$ cat src/rtl/serial_shift_driver_pkg.sv
`timescale 1ns/1ps
`default_nettype none
// ============================================================================
// Module      : serial_shift_driver_pkg
// Description : Shared state encoding and sizing helpers for serial_shift_driver
// Revision    : 1.0 - initial release
// ============================================================================
package serial_shift_driver_pkg;

    localparam int c_BYTE_W = 8;

    typedef enum logic [2:0] {
        ST_IDLE   = 3'd0,
        ST_CLEAR  = 3'd1,
        ST_SETUP  = 3'd2,
        ST_HIGH   = 3'd3,
        ST_FINISH = 3'd4
    } state_t;

    function automatic int bit_cnt_w(input int n_bytes);
        return $clog2(c_BYTE_W * n_bytes + 1);
    endfunction

endpackage
`default_nettype wire

$ cat src/rtl/serial_shift_driver_if.sv
`timescale 1ns/1ps
`default_nettype none
// ============================================================================
// Module      : serial_shift_driver_if
// Description : Host request/status and downstream 74LS164 pins of the driver
// Revision    : 1.0 - initial release
// ============================================================================
interface serial_shift_driver_if #(
    parameter int N_BYTES = 1
);
    logic [8*N_BYTES-1:0] DIN;
    logic                 LOAD;
    logic                 CLR;
    logic                 BUSY;
    logic                 DONE;
    logic                 SCP;
    logic                 SDA;
    logic                 SMR_n;

    modport master (
        output DIN, LOAD, CLR,
        input  BUSY, DONE, SCP, SDA, SMR_n
    );

    modport slave (
        input  DIN, LOAD, CLR,
        output BUSY, DONE, SCP, SDA, SMR_n
    );
endinterface
`default_nettype wire

$ cat src/rtl/serial_clk_divider.sv
`timescale 1ns/1ps
`default_nettype none
// ============================================================================
// Module      : serial_clk_divider
// Description : Terminal-count pulse every CLK_DIV cycles, restartable
// Revision    : 1.0 - initial release
// ============================================================================
module serial_clk_divider #(
    parameter int CLK_DIV = 4
) (
    input  wire logic clk,
    input  wire logic rst_n,
    input  wire logic i_restart,
    output logic      o_tc
);
    localparam int                 c_CNT_W = $clog2(CLK_DIV + 1);
    localparam logic [c_CNT_W-1:0] c_LAST  = c_CNT_W'(CLK_DIV - 1);

    logic [c_CNT_W-1:0] r_cnt;
    logic               w_tc;

    assign w_tc = (r_cnt == c_LAST);
    assign o_tc = w_tc;

    always_ff @(posedge clk or negedge rst_n) begin
        if (!rst_n) begin
            r_cnt <= '0;
        end else if (i_restart || w_tc) begin
            r_cnt <= '0;
        end else begin
            r_cnt <= r_cnt + 1'b1;
        end
    end
endmodule
`default_nettype wire

$ cat src/rtl/serial_shift_driver.sv
`timescale 1ns/1ps
`default_nettype none
// ============================================================================
// Module      : serial_shift_driver
// Description : MSB-first serialiser driving cascaded 74LS164 shift registers
// Revision    : 1.0 - initial release
// ============================================================================
module serial_shift_driver #(
    parameter int DELAY   = 10,
    parameter int CLK_DIV = 4,
    parameter int N_BYTES = 1
) (
    input  wire logic           CP,
    input  wire logic           MR_n,
    serial_shift_driver_if.slave bus
);
    import serial_shift_driver_pkg::*;

    localparam int                  c_NBITS   = c_BYTE_W * N_BYTES;
    localparam int                  c_BCNT_W  = bit_cnt_w(N_BYTES);
    localparam logic [c_BCNT_W-1:0] c_NBITS_V = c_BCNT_W'(c_NBITS);
    localparam logic [c_BCNT_W-1:0] c_ONE     = c_BCNT_W'(1);

    state_t              r_state;
    logic [c_NBITS-1:0]  r_shift;
    logic [c_BCNT_W-1:0] r_bits;
    logic                r_busy;
    logic                r_done;
    logic                r_scp;
    logic                r_sda;
    logic                r_smr_n;
    logic                w_tc;
    logic                w_restart;

    // Divider holds at zero while no timed phase is active, so every phase
    // entered from IDLE starts with a full CLK_DIV count.
    assign w_restart = (r_state == ST_IDLE) || (r_state == ST_FINISH);

    serial_clk_divider #(
        .CLK_DIV (CLK_DIV)
    ) u_div (
        .clk       (CP),
        .rst_n     (MR_n),
        .i_restart (w_restart),
        .o_tc      (w_tc)
    );

    always_ff @(posedge CP or negedge MR_n) begin
        if (!MR_n) begin
            r_state <= ST_IDLE;
            r_shift <= '0;
            r_bits  <= '0;
            r_busy  <= 1'b0;
            r_done  <= 1'b0;
            r_scp   <= 1'b0;
            r_sda   <= 1'b0;
            r_smr_n <= 1'b0;
        end else begin
            // Outputs are decoded from the current state, one edge behind it.
            r_busy  <= (r_state == ST_CLEAR) || (r_state == ST_SETUP) || (r_state == ST_HIGH);
            r_done  <= (r_state == ST_FINISH);
            r_scp   <= (r_state == ST_HIGH);
            r_sda   <= ((r_state == ST_SETUP) || (r_state == ST_HIGH)) && r_shift[c_NBITS-1];
            r_smr_n <= (r_state != ST_CLEAR);

            case (r_state)
                ST_IDLE: begin
                    if (bus.CLR) begin
                        r_state <= ST_CLEAR;
                    end else if (bus.LOAD) begin
                        r_shift <= bus.DIN;
                        r_bits  <= c_NBITS_V;
                        r_state <= ST_SETUP;
                    end
                end
                ST_CLEAR: begin
                    if (w_tc) r_state <= ST_IDLE;
                end
                ST_SETUP: begin
                    if (w_tc) r_state <= ST_HIGH;
                end
                ST_HIGH: begin
                    if (w_tc) begin
                        r_shift <= {r_shift[c_NBITS-2:0], 1'b0};
                        r_bits  <= r_bits - c_ONE;
                        r_state <= (r_bits == c_ONE) ? ST_FINISH : ST_SETUP;
                    end
                end
                ST_FINISH: begin
                    r_state <= ST_IDLE;
                end
                default: begin
                    r_state <= ST_IDLE;
                end
            endcase
        end
    end

    assign #(DELAY) bus.BUSY  = r_busy;
    assign #(DELAY) bus.DONE  = r_done;
    assign #(DELAY) bus.SCP   = r_scp;
    assign #(DELAY) bus.SDA   = r_sda;
    assign #(DELAY) bus.SMR_n = r_smr_n;
endmodule
`default_nettype wire

$ cat src/flat_wrapper.sv
// flat-port wrapper written by rule: the top's interface ports become plain ports
module serial_shift_driver_flat import serial_shift_driver_pkg::*;
#(
    parameter int DELAY   = 10,
    parameter int CLK_DIV = 4,
    parameter int N_BYTES = 1
)
  (CP, MR_n, bus_DIN, bus_LOAD, bus_CLR, bus_BUSY, bus_DONE, bus_SCP, bus_SDA, bus_SMR_n);
  serial_shift_driver_if #(.N_BYTES(N_BYTES)) bus_i ();
  input  wire logic CP;
  input  wire logic MR_n;
  input wire logic [$bits(bus_i.DIN)-1:0] bus_DIN;
  input wire logic [$bits(bus_i.LOAD)-1:0] bus_LOAD;
  input wire logic [$bits(bus_i.CLR)-1:0] bus_CLR;
  output wire logic [$bits(bus_i.BUSY)-1:0] bus_BUSY;
  output wire logic [$bits(bus_i.DONE)-1:0] bus_DONE;
  output wire logic [$bits(bus_i.SCP)-1:0] bus_SCP;
  output wire logic [$bits(bus_i.SDA)-1:0] bus_SDA;
  output wire logic [$bits(bus_i.SMR_n)-1:0] bus_SMR_n;
  assign bus_i.DIN = bus_DIN;
  assign bus_i.LOAD = bus_LOAD;
  assign bus_i.CLR = bus_CLR;
  assign bus_BUSY = bus_i.BUSY;
  assign bus_DONE = bus_i.DONE;
  assign bus_SCP = bus_i.SCP;
  assign bus_SDA = bus_i.SDA;
  assign bus_SMR_n = bus_i.SMR_n;
  serial_shift_driver #(.DELAY(DELAY), .CLK_DIV(CLK_DIV), .N_BYTES(N_BYTES)) u_core (.CP(CP), .MR_n(MR_n), .bus(bus_i));
endmodule
$ cat config.mk
export PLATFORM = sky130hd
export DESIGN_NAME = serial_shift_driver_flat
export DESIGN_NICKNAME = d
export VERILOG_FILES = /design/src/rtl/serial_shift_driver_pkg.sv /design/src/rtl/serial_shift_driver_if.sv /design/src/rtl/serial_clk_divider.sv /design/src/rtl/serial_shift_driver.sv /design/src/flat_wrapper.sv
export SDC_FILE = /design/constraint.sdc
export NUM_CORES = 1
export LEC_CHECK = 0
export BUFFER_PORTS_ARGS = -buffer_cell sky130_fd_sc_hd__buf_2
export CAP_MARGIN = 20
export CORE_MARGIN = 2
export CORE_UTILIZATION = 45
export DETAILED_ROUTE_END_ITERATION = 16
export GPL_TIMING_DRIVEN = 0
export PLACE_DENSITY = 0.66
export SYNTH_ARGS = -nofsm -noshare
export SYNTH_HDL_FRONTEND = slang
export SYNTH_SLANG_ARGS = --single-unit --ignore-timing --ignore-initial --compat-mode --unroll-limit 50000
$ cat constraint.sdc
create_clock -name CP -period 2.2 [get_ports CP]
set_clock_uncertainty 0.05 [all_clocks]
set_input_delay 0.11 -clock CP [delete_from_list [all_inputs] [get_ports CP]]
set_output_delay 0.11 -clock CP [all_outputs]
set_load 0.005 [all_outputs]
Yosys cells after proc, flatten, opt, wreduce, memory -nomap -nowiden
Index checks and enable logic that the tools add are counted.
{"block": "totals", "input_bits": 12, "output_inout_bits": 5, "wordCells": 50, "regBits": 23}
{"block": "op_classes", "addsub": 2, "mux": 16, "eq_ne": 13, "n_reduce_logical": 10}
{"operator": "$mux W8", "count": 3}
{"operator": "$mux W3", "count": 7}
{"operator": "$pmux W8 S2", "count": 1}
{"operator": "$mux W4", "count": 3}
{"operator": "$pmux W3 S4", "count": 1}
{"operator": "$ne A2 B2 Y1 const B", "count": 5}
{"operator": "$eq A3 B2 Y1 const B", "count": 3}
{"operator": "$pmux W4 S2", "count": 1}
{"operator": "$reduce_and A4 Y1", "count": 2}
{"operator": "$logic_or A1 B1 Y1", "count": 5}
{"operator": "$eq A4 B1 Y1 const B", "count": 1}
{"operator": "$sub A4 B1 Y4 const B", "count": 1}
{"operator": "$add A3 B1 Y3 const B", "count": 1}
{"operator": "$eq A3 B1 Y1 const B", "count": 1}
{"operator": "$eq A3 B3 Y1 const B", "count": 1}
{"operator": "$logic_not A3 Y1", "count": 1}
{"operator": "$ne A3 B1 Y1 const B", "count": 1}
{"operator": "$ne A3 B3 Y1 const B", "count": 1}
{"operator": "$reduce_bool A2 Y1", "count": 1}
{"operator": "$logic_and A1 B1 Y1", "count": 1}

Depth between registers and ports, before layout
{"block": "logic_depth", "ltp_word": 4, "ltp_mapped": 7}

Cells and area by module
A second synthesis with hierarchy kept.
{"block": "unflattened", "cells_unflattened": 96, "area_unflattened_um2": 1101.1}
{"module": "serial_shift_driver", "seq_area_each_um2": 500.5, "cells_per_inst": 87, "n_inst": 1, "area_per_inst_um2": 974.7}
{"module": "serial_clk_divider", "seq_area_each_um2": 75.1, "cells_per_inst": 9, "n_inst": 1, "area_per_inst_um2": 126.4}

Worst setup path after synthesis
OpenSTA, ideal clock, no wires.
{"block": "synth_timing", "path_kind": "register -> register", "start": "register u_core.r_state[0]", "end": "register u_core.r_shift[3]", "stages_incl_launch_ff": 6, "required_ps": 2025, "n_path_buf": 2, "synth_period_minus_slack_ps": 1808, "arrival_ps": 1633, "setup_slack_ps": 392, "path_cell_list": "dfrtp_1 buf_6 or4b_4 a21oi_4 buf_12 mux2_4"}
{"block": "synth_between", "elab_chain_cells": 3, "word_cells_on_any_way": 8, "cone_classes": "eq/ne (4); mux (1); reduce/logical (3)"}
{"element": "from (decl)", "line": "serial_shift_driver.sv:24", "source": "state_t r_state;"}
{"element": "from (signal assigned)", "line": "serial_shift_driver.sv:86", "source": "r_state <= (r_bits == c_ONE) ? ST_FINISH : ST_SETUP;"}
{"element": "$eq A3 B2 Y1 or $logic_not A3 Y1 (tied branches)", "line": "serial_shift_driver.sv:66", "source": "case (r_state)"}
{"element": "$ne A2 B2 Y1 (no line) or $reduce_bool A2 Y1 (tied branches)"}
{"element": "$reduce_and A4 Y1 (no line)"}
{"element": "to (signal assigned)", "line": "serial_shift_driver.sv:71", "source": "r_shift <= bus.DIN;"}
{"element": "to (signal assigned)", "line": "serial_shift_driver.sv:84", "source": "r_shift <= {r_shift[c_NBITS-2:0], 1'b0};"}
{"element": "to (decl)", "line": "serial_shift_driver.sv:25", "source": "logic [c_NBITS-1:0] r_shift;"}
Parallel ways exist; a longest one is shown, timed or not.
A chain may end at the register's enable or synchronous reset.

Worst setup path in the final report
{"block": "layout_timing", "start": "register u_core.r_state[0]", "end": "register u_core.r_shift[6]"}
The elaborated chain is that of the path after synthesis.

==> summary.txt <==
Flow run
  • Max_cap viols: 0

Synth
  • Seq cells post-synth: 23
  • Average size of a mapped cell: 12.85 sq um
  • Sequential element share of the synthesized area: 52.10%
  • Netlist cell types: 32
  • Mapped Cells: between 80 and 90
  • Yosys warns: 0
  • Synth Cell Area: 1105 sq um
  • Synth Net Count: approximately 100

Floorplan
  • Initial Util: between 40% and 50%
  • Die area: about 2900 sq um
  • # rows: 17
  • IO Pins: 17
  • Core Area: roughly 2300 sq um
  • DIE HEIGHT: roughly 54 microns
  • Die Wd: roughly 54 microns

Min path
  • Hold Path Class: in2reg
  • Min-Delay Endpoint: u_core.r_state[1]
  • Hold Startpoint: bus_CLR
  • Hold Crit Depth: 4

Clocking
  • Post-CTS setup buffers: 0
  • Number of clock buffers inserted by TritonCTS: 3
  • Post-cts resize count: 0
  • Clk buf depth: 2
  • CTS tree: built
  • Max H-tree Level: 1
  • Root Driver: clkbuf_4
  • Skew-Pair Late Insertion Delay: between 300 and 400 ps
  • CTS sink cnt: 23
  • Clock slew seen by the registers of the worst setup and hold paths: around 120 ps

Placed design
  • Hpwl dp: about 1.2 mm
  • Port Buffers: 16
  • Placed insts: between 100 and 150
  • Placer Congestion: ~0.66
  • DP Area: roughly 1200 sq um

Timing
  • Shortest period the worst path allows: 1894 ps
  • Slew Limit Fails: 0
  • Max Clk Rate: 528.1 MHz
  • Final hold slack: a little under 100 ps
  • Headroom to the max-slew limit: 66.55%
  • Sum of negative setup slack: 0 ps
  • RSZ-0062 raised after global routing: no
  • Slew @ Worst Pin: 501.7 ps
  • Final Hold Fails: 0
  • Final Cycle Share: approximately 86%
  • # setup viols final: 0

Layout
  • Area of the multi-input gates: around 460 sq um
  • Layout cells sized above 1: about two fifths
  • Seq. cell area: 575.6 sq um
  • FILL cells: about 210
  • # diodes: 0
  • NumNets Final: between 100 and 150
  • Commonest non-fill, non-tap cells in the layout: 23 x dfrtp_1, 17 x buf_2, 9 x mux2_2
  • Area growth syn-to-layout: 14.72%
  • Fin area: about 1300 sq um
  • Finished Layout Cells: around 140
  • Most common cell after layout, fill and taps aside: dfrtp_1

GRT
  • GRT Overall Usage: between 10 and 15%
  • Pin count of the biggest net entering global routing: 24
  • First-pass GRT wire length: between 2 and 3 mm
  • Grt total ovfl: 0
  • Initial antenna violation count: 0
  • Vias in the first global route: ~670

Drt
  • Vias: 690
  • DR vias/cell: 5.074
  • 1st-iter DRT viols: 3
  • Aggregate routed wire length: 1.730 mm
  • DRT met1 WL: 830 microns
  • Max layer used: met4
  • Met3 wire len: 63 microns
  • Post-DRT Antenna Nets: 0
  • First-pass detailed-route iteration total: 4
  • Met2 wire len: 822 microns
  • DRC viols: 0
  • WL/cell: 12.72 microns

Setup path
  • Reg-to-Reg End: u_core.r_shift[6]
  • Required @ worst endpoint: 2350 ps
  • Critical Path Start Type: register
  • Crit. End Element: register
  • R2r startpoint: u_core.r_state[0]
  • Crit path max fanout: 10
  • Crit Path Category: reg2reg
  • Reg2reg path depth: 5
  • Reg2reg setup slack: slightly above 300 ps
  • Arrival time at the worst endpoint: between 2000 and 2500 ps

Pwr
  • P_leak: roughly 0.58 nW
  • Peak VDD IR: about 0.73 mV
  • P per Cell Area: around 1300 nW/um^2

Outcome
  • Status: finished, final reports clean
worst max path at each step:
stage                 startpoint           endpoint  slack, ps  depth (start not counted)
3_5_place_dp   u_core.r_state[0]  u_core.r_shift[5]        310                          5
5_1_grt        u_core.r_state[2]  u_core.r_shift[3]        220                          4
6_report       u_core.r_state[0]  u_core.r_shift[6]        310                          5
3_3_place_gp   u_core.r_state[0]  u_core.r_shift[3]        310                          5
2_1_floorplan  u_core.r_state[0]  u_core.r_shift[3]        390                          5
4_1_cts        u_core.r_state[0]  u_core.r_shift[5]        290                          5
metrics by stage:
step / power, W / util [%] / setup slack [ps]
finish: 0.001688 / 55.69 / 306.4
global route: 0.001836 / 55.69 / 217.4
CTS: 0.001719 / 55.69 / 287.5
detailed placement: 0.001515 / 53.60 / 307.6
global placement: 0.001477 / 53.60 / 306.6
floorplan: 0.001348 / - / 391.5
worst max-delay path: stages (launching register included):
cell and delay, ps:
dfrtp_1 400, buf_6 130, or4b_4 540, a21oi_4 210, buf_12 170, mux2_4 290
synth_stat cells, drive strengths merged:
cell type  number  area, sq um
a211oi          2        15.01
a21oi           2        21.27
a2bb2oi         1        8.760
and2            1        6.260
buf             4        43.79
clkbuf          1        3.750
dfrtp          23        575.6
ha              4        50.05
inv             7        26.28
mux2           14        176.4
mux2i           2        20.02
nand2           2        7.510
nand3           1        5.000
nand3b          1        7.510
nand4b          1        8.760
nor2            5        18.77
nor2b           2        12.51
nor3            3        15.01
nor3b           1        7.510
o21a            1        7.510
o21ai           1        5.000
o21bai          1        7.510
o22a            1        8.760
o22ai           1        6.260
or3b            2        17.52
or4b            1        13.76
xor2            1        8.760
metal layers:
layer	vias up	track usage [%]
li1	338	-
met5	-	0
met1	338	19.49
met3	2	2.500
met2	12	23.46
met4	0	6.410
sequential cells by signal, summed over array words and instances, names as in the netlist:
signal              count
u_core.r_state          3
u_core.bus.DONE         1
u_core.r_shift          8
u_core.bus.SDA          1
u_core.bus.SCP          1
u_core.bus.BUSY         1
u_core.bus.SMR_n        1
u_core.r_bits           4
u_core.u_div.r_cnt      3
layout make-up:
type                       instances  area share (%)
clock inverter                     1          0.3949
buffer                             5           3.751
sequential                        23           45.41
clock buffer                       3           1.777
inverter                           7           2.073
timing repair buffer              18           7.897
tap                               28           2.764
multi-input combinational         51           35.93
timing repair:
| item | in CTS | in global routing |
|---|---|---|
| hold buffers | 2 | 0 |
| endpoints found under the setup margin | 0 | 0 |
| hold endpoints to repair | 24 | 0 |
where the power goes:
group / internal [W] / total, W / leakage [nW] / switching [W]
clock: 0.0000678 / 0.000195 / 0.0177 / 0.000127
combinational: 0.000469 / 0.000805 / 0.291 / 0.000335
sequential: 0.000599 / 0.000688 / 0.268 / 0.0000895
total: 0.00114 / 0.00169 / 0.577 / 0.000552
cells by family (layout without fill, tap and decap cells):
kind of cell | Yosys count | count (layout) | synth area share [%]
xor+xnor | 1 | 1 | 0.7929
buf+inv | 12 | 34 | 6.682
fa+ha+maj | 4 | 4 | 4.530
flops | 23 | 23 | 52.09
simple gates | 20 | 20 | 10.87
compound gates | 10 | 10 | 7.248
mux | 16 | 16 | 17.78
(Power assumes the default switching activity.)
